## config.mk

```make
export PLATFORM = sky130hd
export DESIGN_NAME = uart_rx
export DESIGN_NICKNAME = d
export VERILOG_FILES = /design/src/rtl/uart_pkg.sv /design/src/rtl/sync_2ff.sv /design/src/rtl/uart_rx.sv
export SDC_FILE = /design/constraint.sdc
export NUM_CORES = 1
export LEC_CHECK = 0
export BUFFER_PORTS_ARGS = -buffer_cell sky130_fd_sc_hd__buf_4
export CORE_MARGIN = 5
export CORE_UTILIZATION = 57
export CTS_CLUSTER_DIAMETER = 150
export DETAILED_ROUTE_END_ITERATION = 8
export PLACE_DENSITY = 0.74
export RECOVER_POWER = 25
export SETUP_SLACK_MARGIN = 0.4
export SYNTH_ARGS = -nofsm -noshare
export SYNTH_HDL_FRONTEND = slang
export SYNTH_SLANG_ARGS = --single-unit
export TNS_END_PERCENT = 50
```

## constraint.sdc

```tcl
create_clock -name clk -period 2.1 [get_ports clk]
set_input_delay 0.42 -clock clk [delete_from_list [all_inputs] [get_ports clk]]
set_output_delay 0.42 -clock clk [all_outputs]
set_load 0.02 [all_outputs]
```

## src/rtl/uart_pkg.sv

```systemverilog
// Shared UART constants and the receiver state type, common to uart_tx and uart_rx.
package uart_pkg;

  localparam int unsigned CLKS_PER_BIT_DEFAULT = 104;
  localparam int unsigned UART_DATA_BITS       = 8;

  typedef enum logic [2:0] {
    RX_IDLE,
    RX_START,
    RX_DATA,
    RX_STOP,
    RX_WAIT_HIGH
  } rx_state_t;

endpackage

```

## src/rtl/sync_2ff.sv

```systemverilog
// Generic two-flop synchroniser for a single asynchronous input.
module sync_2ff #(
  parameter logic RESET_VAL = 1'b1
) (
  input  logic clk,
  input  logic rst,
  input  logic d,
  output logic q
);

  logic meta;

  always_ff @(posedge clk) begin
    if (rst) begin
      meta <= RESET_VAL;
      q    <= RESET_VAL;
    end else begin
      meta <= d;
      q    <= meta;
    end
  end

endmodule

```

## src/rtl/uart_rx.sv

```systemverilog
// 8N1 UART receiver: mid-bit sampling, one-cycle valid pulse per good byte,
// one-cycle frame_err pulse on a low stop bit.
module uart_rx
  import uart_pkg::*;
#(
  parameter int unsigned CLKS_PER_BIT = CLKS_PER_BIT_DEFAULT
) (
  input  logic       clk,
  input  logic       rst,
  input  logic       rxd,
  output logic [7:0] rx_byte,
  output logic       rx_valid,
  output logic       rx_busy,
  output logic       frame_err
);

  localparam int unsigned HALF_BIT = CLKS_PER_BIT / 2;
  localparam int unsigned CNT_W    = $clog2(CLKS_PER_BIT);

  localparam logic [CNT_W-1:0] BIT_LAST  = CNT_W'(CLKS_PER_BIT - 1);
  localparam logic [CNT_W-1:0] HALF_LAST = CNT_W'(HALF_BIT - 1);
  localparam logic [2:0]       IDX_LAST  = 3'(UART_DATA_BITS - 1);

  rx_state_t                  state;
  logic                       rxd_s;
  logic [CNT_W-1:0]           clk_cnt;
  logic [2:0]                 bit_idx;
  logic [UART_DATA_BITS-1:0]  shift_reg;

  sync_2ff #(
    .RESET_VAL(1'b1)
  ) u_sync (
    .clk (clk),
    .rst (rst),
    .d   (rxd),
    .q   (rxd_s)
  );

  always_ff @(posedge clk) begin
    if (rst) begin
      state     <= RX_IDLE;
      clk_cnt   <= '0;
      bit_idx   <= '0;
      shift_reg <= '0;
      rx_byte   <= '0;
      rx_valid  <= 1'b0;
      rx_busy   <= 1'b0;
      frame_err <= 1'b0;
    end else begin
      rx_valid  <= 1'b0;
      frame_err <= 1'b0;

      unique case (state)
        RX_IDLE: begin
          clk_cnt <= '0;
          if (!rxd_s) begin
            state   <= RX_START;
            rx_busy <= 1'b1;
          end
        end

        // A start bit that is high again at its midpoint is a glitch.
        RX_START: begin
          if (clk_cnt == HALF_LAST) begin
            clk_cnt <= '0;
            bit_idx <= '0;
            if (!rxd_s) begin
              state <= RX_DATA;
            end else begin
              state   <= RX_IDLE;
              rx_busy <= 1'b0;
            end
          end else begin
            clk_cnt <= clk_cnt + CNT_W'(1);
          end
        end

        RX_DATA: begin
          if (clk_cnt == BIT_LAST) begin
            clk_cnt   <= '0;
            shift_reg <= {rxd_s, shift_reg[UART_DATA_BITS-1:1]};
            if (bit_idx == IDX_LAST) begin
              state <= RX_STOP;
            end else begin
              bit_idx <= bit_idx + 3'd1;
            end
          end else begin
            clk_cnt <= clk_cnt + CNT_W'(1);
          end
        end

        // Leaving at mid-stop-bit lets an immediately following start bit resync.
        RX_STOP: begin
          if (clk_cnt == BIT_LAST) begin
            clk_cnt <= '0;
            if (rxd_s) begin
              rx_byte  <= shift_reg;
              rx_valid <= 1'b1;
              state    <= RX_IDLE;
              rx_busy  <= 1'b0;
            end else begin
              frame_err <= 1'b1;
              state     <= RX_WAIT_HIGH;
            end
          end else begin
            clk_cnt <= clk_cnt + CNT_W'(1);
          end
        end

        // A break or stuck-low line must not decode as a stream of 0x00 frames.
        RX_WAIT_HIGH: begin
          clk_cnt <= '0;
          if (rxd_s) begin
            state   <= RX_IDLE;
            rx_busy <= 1'b0;
          end
        end

        default: begin
          state   <= RX_IDLE;
          clk_cnt <= '0;
          rx_busy <= 1'b0;
        end
      endcase
    end
  end

endmodule

```

Word level (Yosys, flattened, before mapping)

Index checks and enable logic that the tools add are counted.

Word-level logic and storage cells: 61
Register bits after elaboration: 34
Input port bits: 3
Output and inout bits: 11

Equality and inequality tests: 14
Reductions and logical operators: 9
Muxes and demuxes: 23
Bitwise logic cells: 3
$add $sub $neg: 2

Operators with widths:

| kind                                                                     | count |
|---|---|
| 3-bit 2-to-1 mux                                                         | 10 |
| 3-bit one-hot mux with 5 select lines                                    | 1 |
| 7-bit 2-to-1 mux                                                         | 2 |
| 7-bit one-hot mux with 2 select lines                                    | 1 |
| 2-bit inequality test (second input constant)                            | 6 |
| 4-bit AND reduction                                                      | 2 |
| 7-bit by 1-bit adder with 7-bit output (second input constant)           | 1 |
| 7-bit by 6-bit equality test with 1-bit output (second input constant)   | 1 |
| 7-bit equality test (second input constant)                              | 1 |
| 3-bit by 2-bit equality test with 1-bit output (second input constant)   | 2 |
| 3-bit equality test (second input constant)                              | 2 |
| 1-bit 2-to-1 mux                                                         | 6 |
| 3-bit one-hot mux with 2 select lines                                    | 1 |
| 6-bit AND reduction                                                      | 1 |
| 1-bit one-hot mux with 5 select lines                                    | 1 |
| 3-bit by 1-bit adder with 3-bit output (second input constant)           | 1 |
| 3-bit by 1-bit equality test with 1-bit output (second input constant)   | 1 |
| 3-bit logical NOT                                                        | 1 |
| 1-bit NOT                                                                | 3 |
| 3-bit AND reduction                                                      | 1 |
| 3-bit OR reduction                                                       | 1 |
| 2-bit 2-to-1 mux                                                         | 1 |
| 2-bit by 1-bit inequality test with 1-bit output (second input constant) | 1 |
| 2-bit AND reduction                                                      | 1 |
| other kinds (2)                                                          | 2 |

Logic depth before layout (Yosys ltp)

Depth in word-level cells: 4
Mapped depth: 6
Mapped depth without buffers: 6

Hierarchy

Synthesis repeated with hierarchy kept, for this count alone.

Cell total of the unflattened synthesis: 143
Area, all modules: 1,420.1 µm²

By module, submodules not included:

| module   | area an instance (µm²) | seq. area each (µm²) | cells each | instances |
|---|---|---|---|---|
| uart_rx  | 1,367.6                | 640.6                | 139        | 1 |
| sync_2ff | 52.6                   | 40.0                 | 4          | 1 |

Worst setup path before layout

Ideal clock, no wire load.

Path type: register to register
Start: register clk_cnt[0]
End: register rx_byte[1]
Setup slack: 436 ps
Cell stages (with the launch flop): 7
Period minus slack after synthesis: 1,664 ps
Data required time: 1,972 ps
Setup time: 128 ps
Arrival: 1,536 ps
Buffers on the path: 1
Cell sequence: dfxtp_1 > ha_1 > nand3b_4 > or4_4 > buf_6 > mux2i_1 > nor2_1

Word-level cells in the longest chain between the ends: 2

RTL lines:

| element                       | line           | RTL |
|---|---|---|
| start: declaration            | uart_rx.sv:26  | `logic [CNT_W-1:0] clk_cnt;` |
| start signal: assignment      | uart_rx.sv:74  | `clk_cnt <= clk_cnt + CNT_W'(1);` |
| start signal: assignment      | uart_rx.sv:88  | `clk_cnt <= clk_cnt + CNT_W'(1);` |
| start signal: assignment      | uart_rx.sv:106 | `clk_cnt <= clk_cnt + CNT_W'(1);` |
| 7-bit equality test           | uart_rx.sv:94  | `if (clk_cnt == BIT_LAST) begin` |
| 3-bit AND reduction (no line) | -              |  |
| end signal: assignment        | uart_rx.sv:97  | `rx_byte <= shift_reg;` |
| end: declaration              | uart_rx.sv:11  | `output logic [7:0] rx_byte,` |

Every way passes these cells.
A chain may end at the register's enable or synchronous reset.

Final worst setup path

Start: register clk_cnt[0]
End: register bit_idx[2]

Word-level cells in the longest chain between the ends: 3
Elaborated cells on any way between the ends: 5
Those cells by class: eq/ne: 4; reduce/logical: 1

RTL lines:

| element                                                                                      | line                         | RTL |
|---|---|---|
| 7-bit equality test / 7-bit by 6-bit equality test with 1-bit output (equally long branches) | uart_rx.sv:79, uart_rx.sv:64 |  |
| 2-bit inequality test (no line)                                                              | -                            |  |
| 4-bit AND reduction (no line) (*)                                                            | -                            |  |
| end signal: assignment                                                                       | uart_rx.sv:85                | `bit_idx <= bit_idx + 3'd1;` |
| end: declaration                                                                             | uart_rx.sv:27                | `logic [2:0] bit_idx;` |

Every way passes the cells marked *; elsewhere a longest branch is shown, timed or not.

==> flow_summary.json <==
{
  "cp.required_ps": 2370,
  "final_common_cell": "nor2_1",
  "yosys.area.top_type": "dfxtp_1",
  "coreArea_um2": 2500,
  "arrival_ps": 1920,
  "min_from": "rxd",
  "cts_root_buf": "clkbuf_4",
  "synth.area.top_cells": "dfxtp_1 (45%), mux2i_1 (13%), nor2_1 (7.4%), ha_1 (3.3%), xor2_1 (2.3%)",
  "postRouteAntennaNets": 0,
  "start_util_pct": 60.6,
  "clkSinkCount": 34,
  "grt.overflow.total": 0,
  "yosysSeqAreaShare_pct": 45.0,
  "port_buffers": 13,
  "hold_buffers": 0,
  "drt_iter0_markers": 33,
  "rows": 18,
  "final-seq-area_um2": 687,
  "end_kind": "flop",
  "syn_area_um2": 1510,
  "fin_worst_skew_ps": 9.23,
  "finalHoldViolations": 0,
  "synth-warning-count": 0,
  "area_delta_synth_final_pct": 10.2,
  "grt_max_degree": 27,
  "grt_pass1_vias": 983,
  "drc": 0,
  "antenna_found_initial": 0,
  "worst_slack_ps": 449,
  "drv_slew": 0,
  "fillers": 207,
  "outcome": "completed",
  "power.density_nw_per_um2": 625,
  "synth_top_area_share_pct": 45.0,
  "worst_pin_slew_ps": 977,
  "worstHoldPathType": "in -> reg",
  "worstSkewPairLatency_ps": 340,
  "min_path_cells": 2,
  "cts_buffers": 5,
  "grt_usage_pct": 16.0,
  "totalWireLength_um": 2600,
  "num_vias": 1079,
  "finalSetupViolations": 0,
  "ys_ff_latch": 34,
  "first_pass_iters": 4,
  "start_kind": "flop",
  "gp_congestion": 0.849,
  "maxSlewHeadroom_pct": 34.9,
  "synth_nets": 160,
  "setup_tns_ps": 0,
  "die_h_um": 61.5,
  "synthDistinctLibCells": 37,
  "rsz0062_at_grt": "false",
  "die_x_um": 61.5,
  "die-area_um2": 3790,
  "min_period_ps": 1650,
  "place_ws_ps": 295,
  "fmax_mhz": 606,
  "final_layout_size_suffix_gt1_share_pct": 18.9,
  "maxCapViolCount": 0,
  "synth_area_per_cell_um2": 9.90,
  "cts_buffer_depth": 2,
  "n_antenna_cell": 0,
  "cts_tree": "done",
  "r2r-end": "bit_idx[2]",
  "synthCells": 153,
  "top_level_ports": 14,
  "routedWlPerCell_um": 13.4,
  "mostFrequentLayoutCells": "nor2_1 (30), dfxtp_1 (29), mux2i_1 (19)",
  "crit_path_max_fanout": 7,
  "fin_crit_sh_pct": 78.6,
  "p_leak_nw": 0.716,
  "r2r_cells": 5,
  "hpwl_um": 1800,
  "rrSetupSlack_ps": 450,
  "r2r_start": "clk_cnt[0]",
  "final_nets": 172,
  "crit_type": "reg -> reg",
  "path_clk_slew_ps": 100,
  "vias_per_cell": 5.56,
  "ir_worst_vdd_mv": 0.518,
  "multi_input_area_um2": 798,
  "grt_pass1_wl_um": 4320,
  "min_to": "u_sync.meta",
  "htree_num_levels": 2
}
==> cells by family (layout without fill, tap and decap cells) <==
kind of cell    after synthesis  count (layout)  share of synthesized area [%]
simple gates                 65              65                           24.1
mux                          19              19                           12.6
buf+inv                      13              24                           4.13
flops                        34              34                           45.0
fa+ha+maj                     4               4                           3.31
xor+xnor                      6               6                           3.47
compound gates               12              12                           7.44
==> report_power, final <==
part / leakage (nW) / internal (mW) / switching [mW] / total, mW
Combinational: 0.410 / 0.0107 / 0.0169 / 0.0276
Sequential: 0.276 / 0.649 / 0.00747 / 0.657
Clock: 0.0302 / 0.151 / 0.207 / 0.358
Total: 0.716 / 0.811 / 0.231 / 1.04
==> routing by layer <==
layer  up-vias  global-route usage [%]  part of all wire, %
li1        550                       -                    -
met1       506                    18.4                   47
met2        17                    24.5                   46
met3         6                    7.34                  5.3
met4         0                    8.79                  2.2
met5         -                       0                    0
==> stage by stage <==
stage                     util [%]  instance area [µm²]  hold WS (ps)  power, mW  instances
after floorplan                  -                 1510           389      0.691        153
after global placement        63.9                 1600           392      0.698        186
after detailed placement      63.9                 1600           409      0.699        186
after CTS                     66.1                 1650           261       1.05        192
after global routing          66.7                 1670           235       1.09        194
final                         66.7                 1670           271       1.04        194
==> synthesized netlist by cell type <==
cell	n
dfxtp_1	34
nor2_1	30
mux2i_1	19
clkbuf_1	6
nand2_1	6
nand3_1	6
ha_1	4
nand2b_1	4
xor2_1	4
inv_1	3
or2_2	3
a21oi_1	2
and2_1	2
and3_1	2
and3b_1	2
buf_2	2
nor3_1	2
o2bb2ai_1	2
xnor2_1	2
a2111oi_1	1
a221oi_1	1
a22oi_1	1
a311oi_1	1
a31o_2	1
a32oi_1	1
buf_4	1
buf_6	1
nand3_2	1
nand3b_1	1
nand3b_4	1
nand4b_4	1
nor3_4	1
nor4_1	1
nor4b_1	1
o21ai_1	1
o32ai_4	1
or4_4	1
==> worst max path at each step <==
stage                     slack (ps)  cells after the start  startpoint      endpoint
after floorplan                  440                      6  clk_cnt[0]    rx_byte[1]
after CTS                        410                      4    state[2]  shift_reg[0]
after detailed placement         290                      5  clk_cnt[0]    bit_idx[2]
final                            450                      5  clk_cnt[0]    bit_idx[2]
after global placement           380                      5  clk_cnt[0]    bit_idx[1]
after global routing             290                      5  clk_cnt[0]    bit_idx[2]
==> critical path: stages (launching register included) <==
cell     delay, ps
dfxtp_1        450
ha_4           190
and3b_2        270
nand3_4        110
o32ai_4        350
mux2i_1        220
==> cell type report <==
cell class / instances / share of cell area (%)
tap: 30 / 2.25
multi-input combinational: 106 / 47.9
clock buffer: 6 / 3.08
timing repair buffer: 15 / 4.95
sequential: 34 / 41.2
inverter: 3 / 0.675
==> what timing repair did <==
item / 4_1_cts / 5_1_grt
pin swaps: 2 / 3
setup buffers: 0 / 2
endpoints found under the setup margin: 17 / 27
endpoints found under the hold margin: 0 / 0
gates cloned: 0 / 0
resized for setup: 2 / 10
Power figures use the tool's default switching activity.
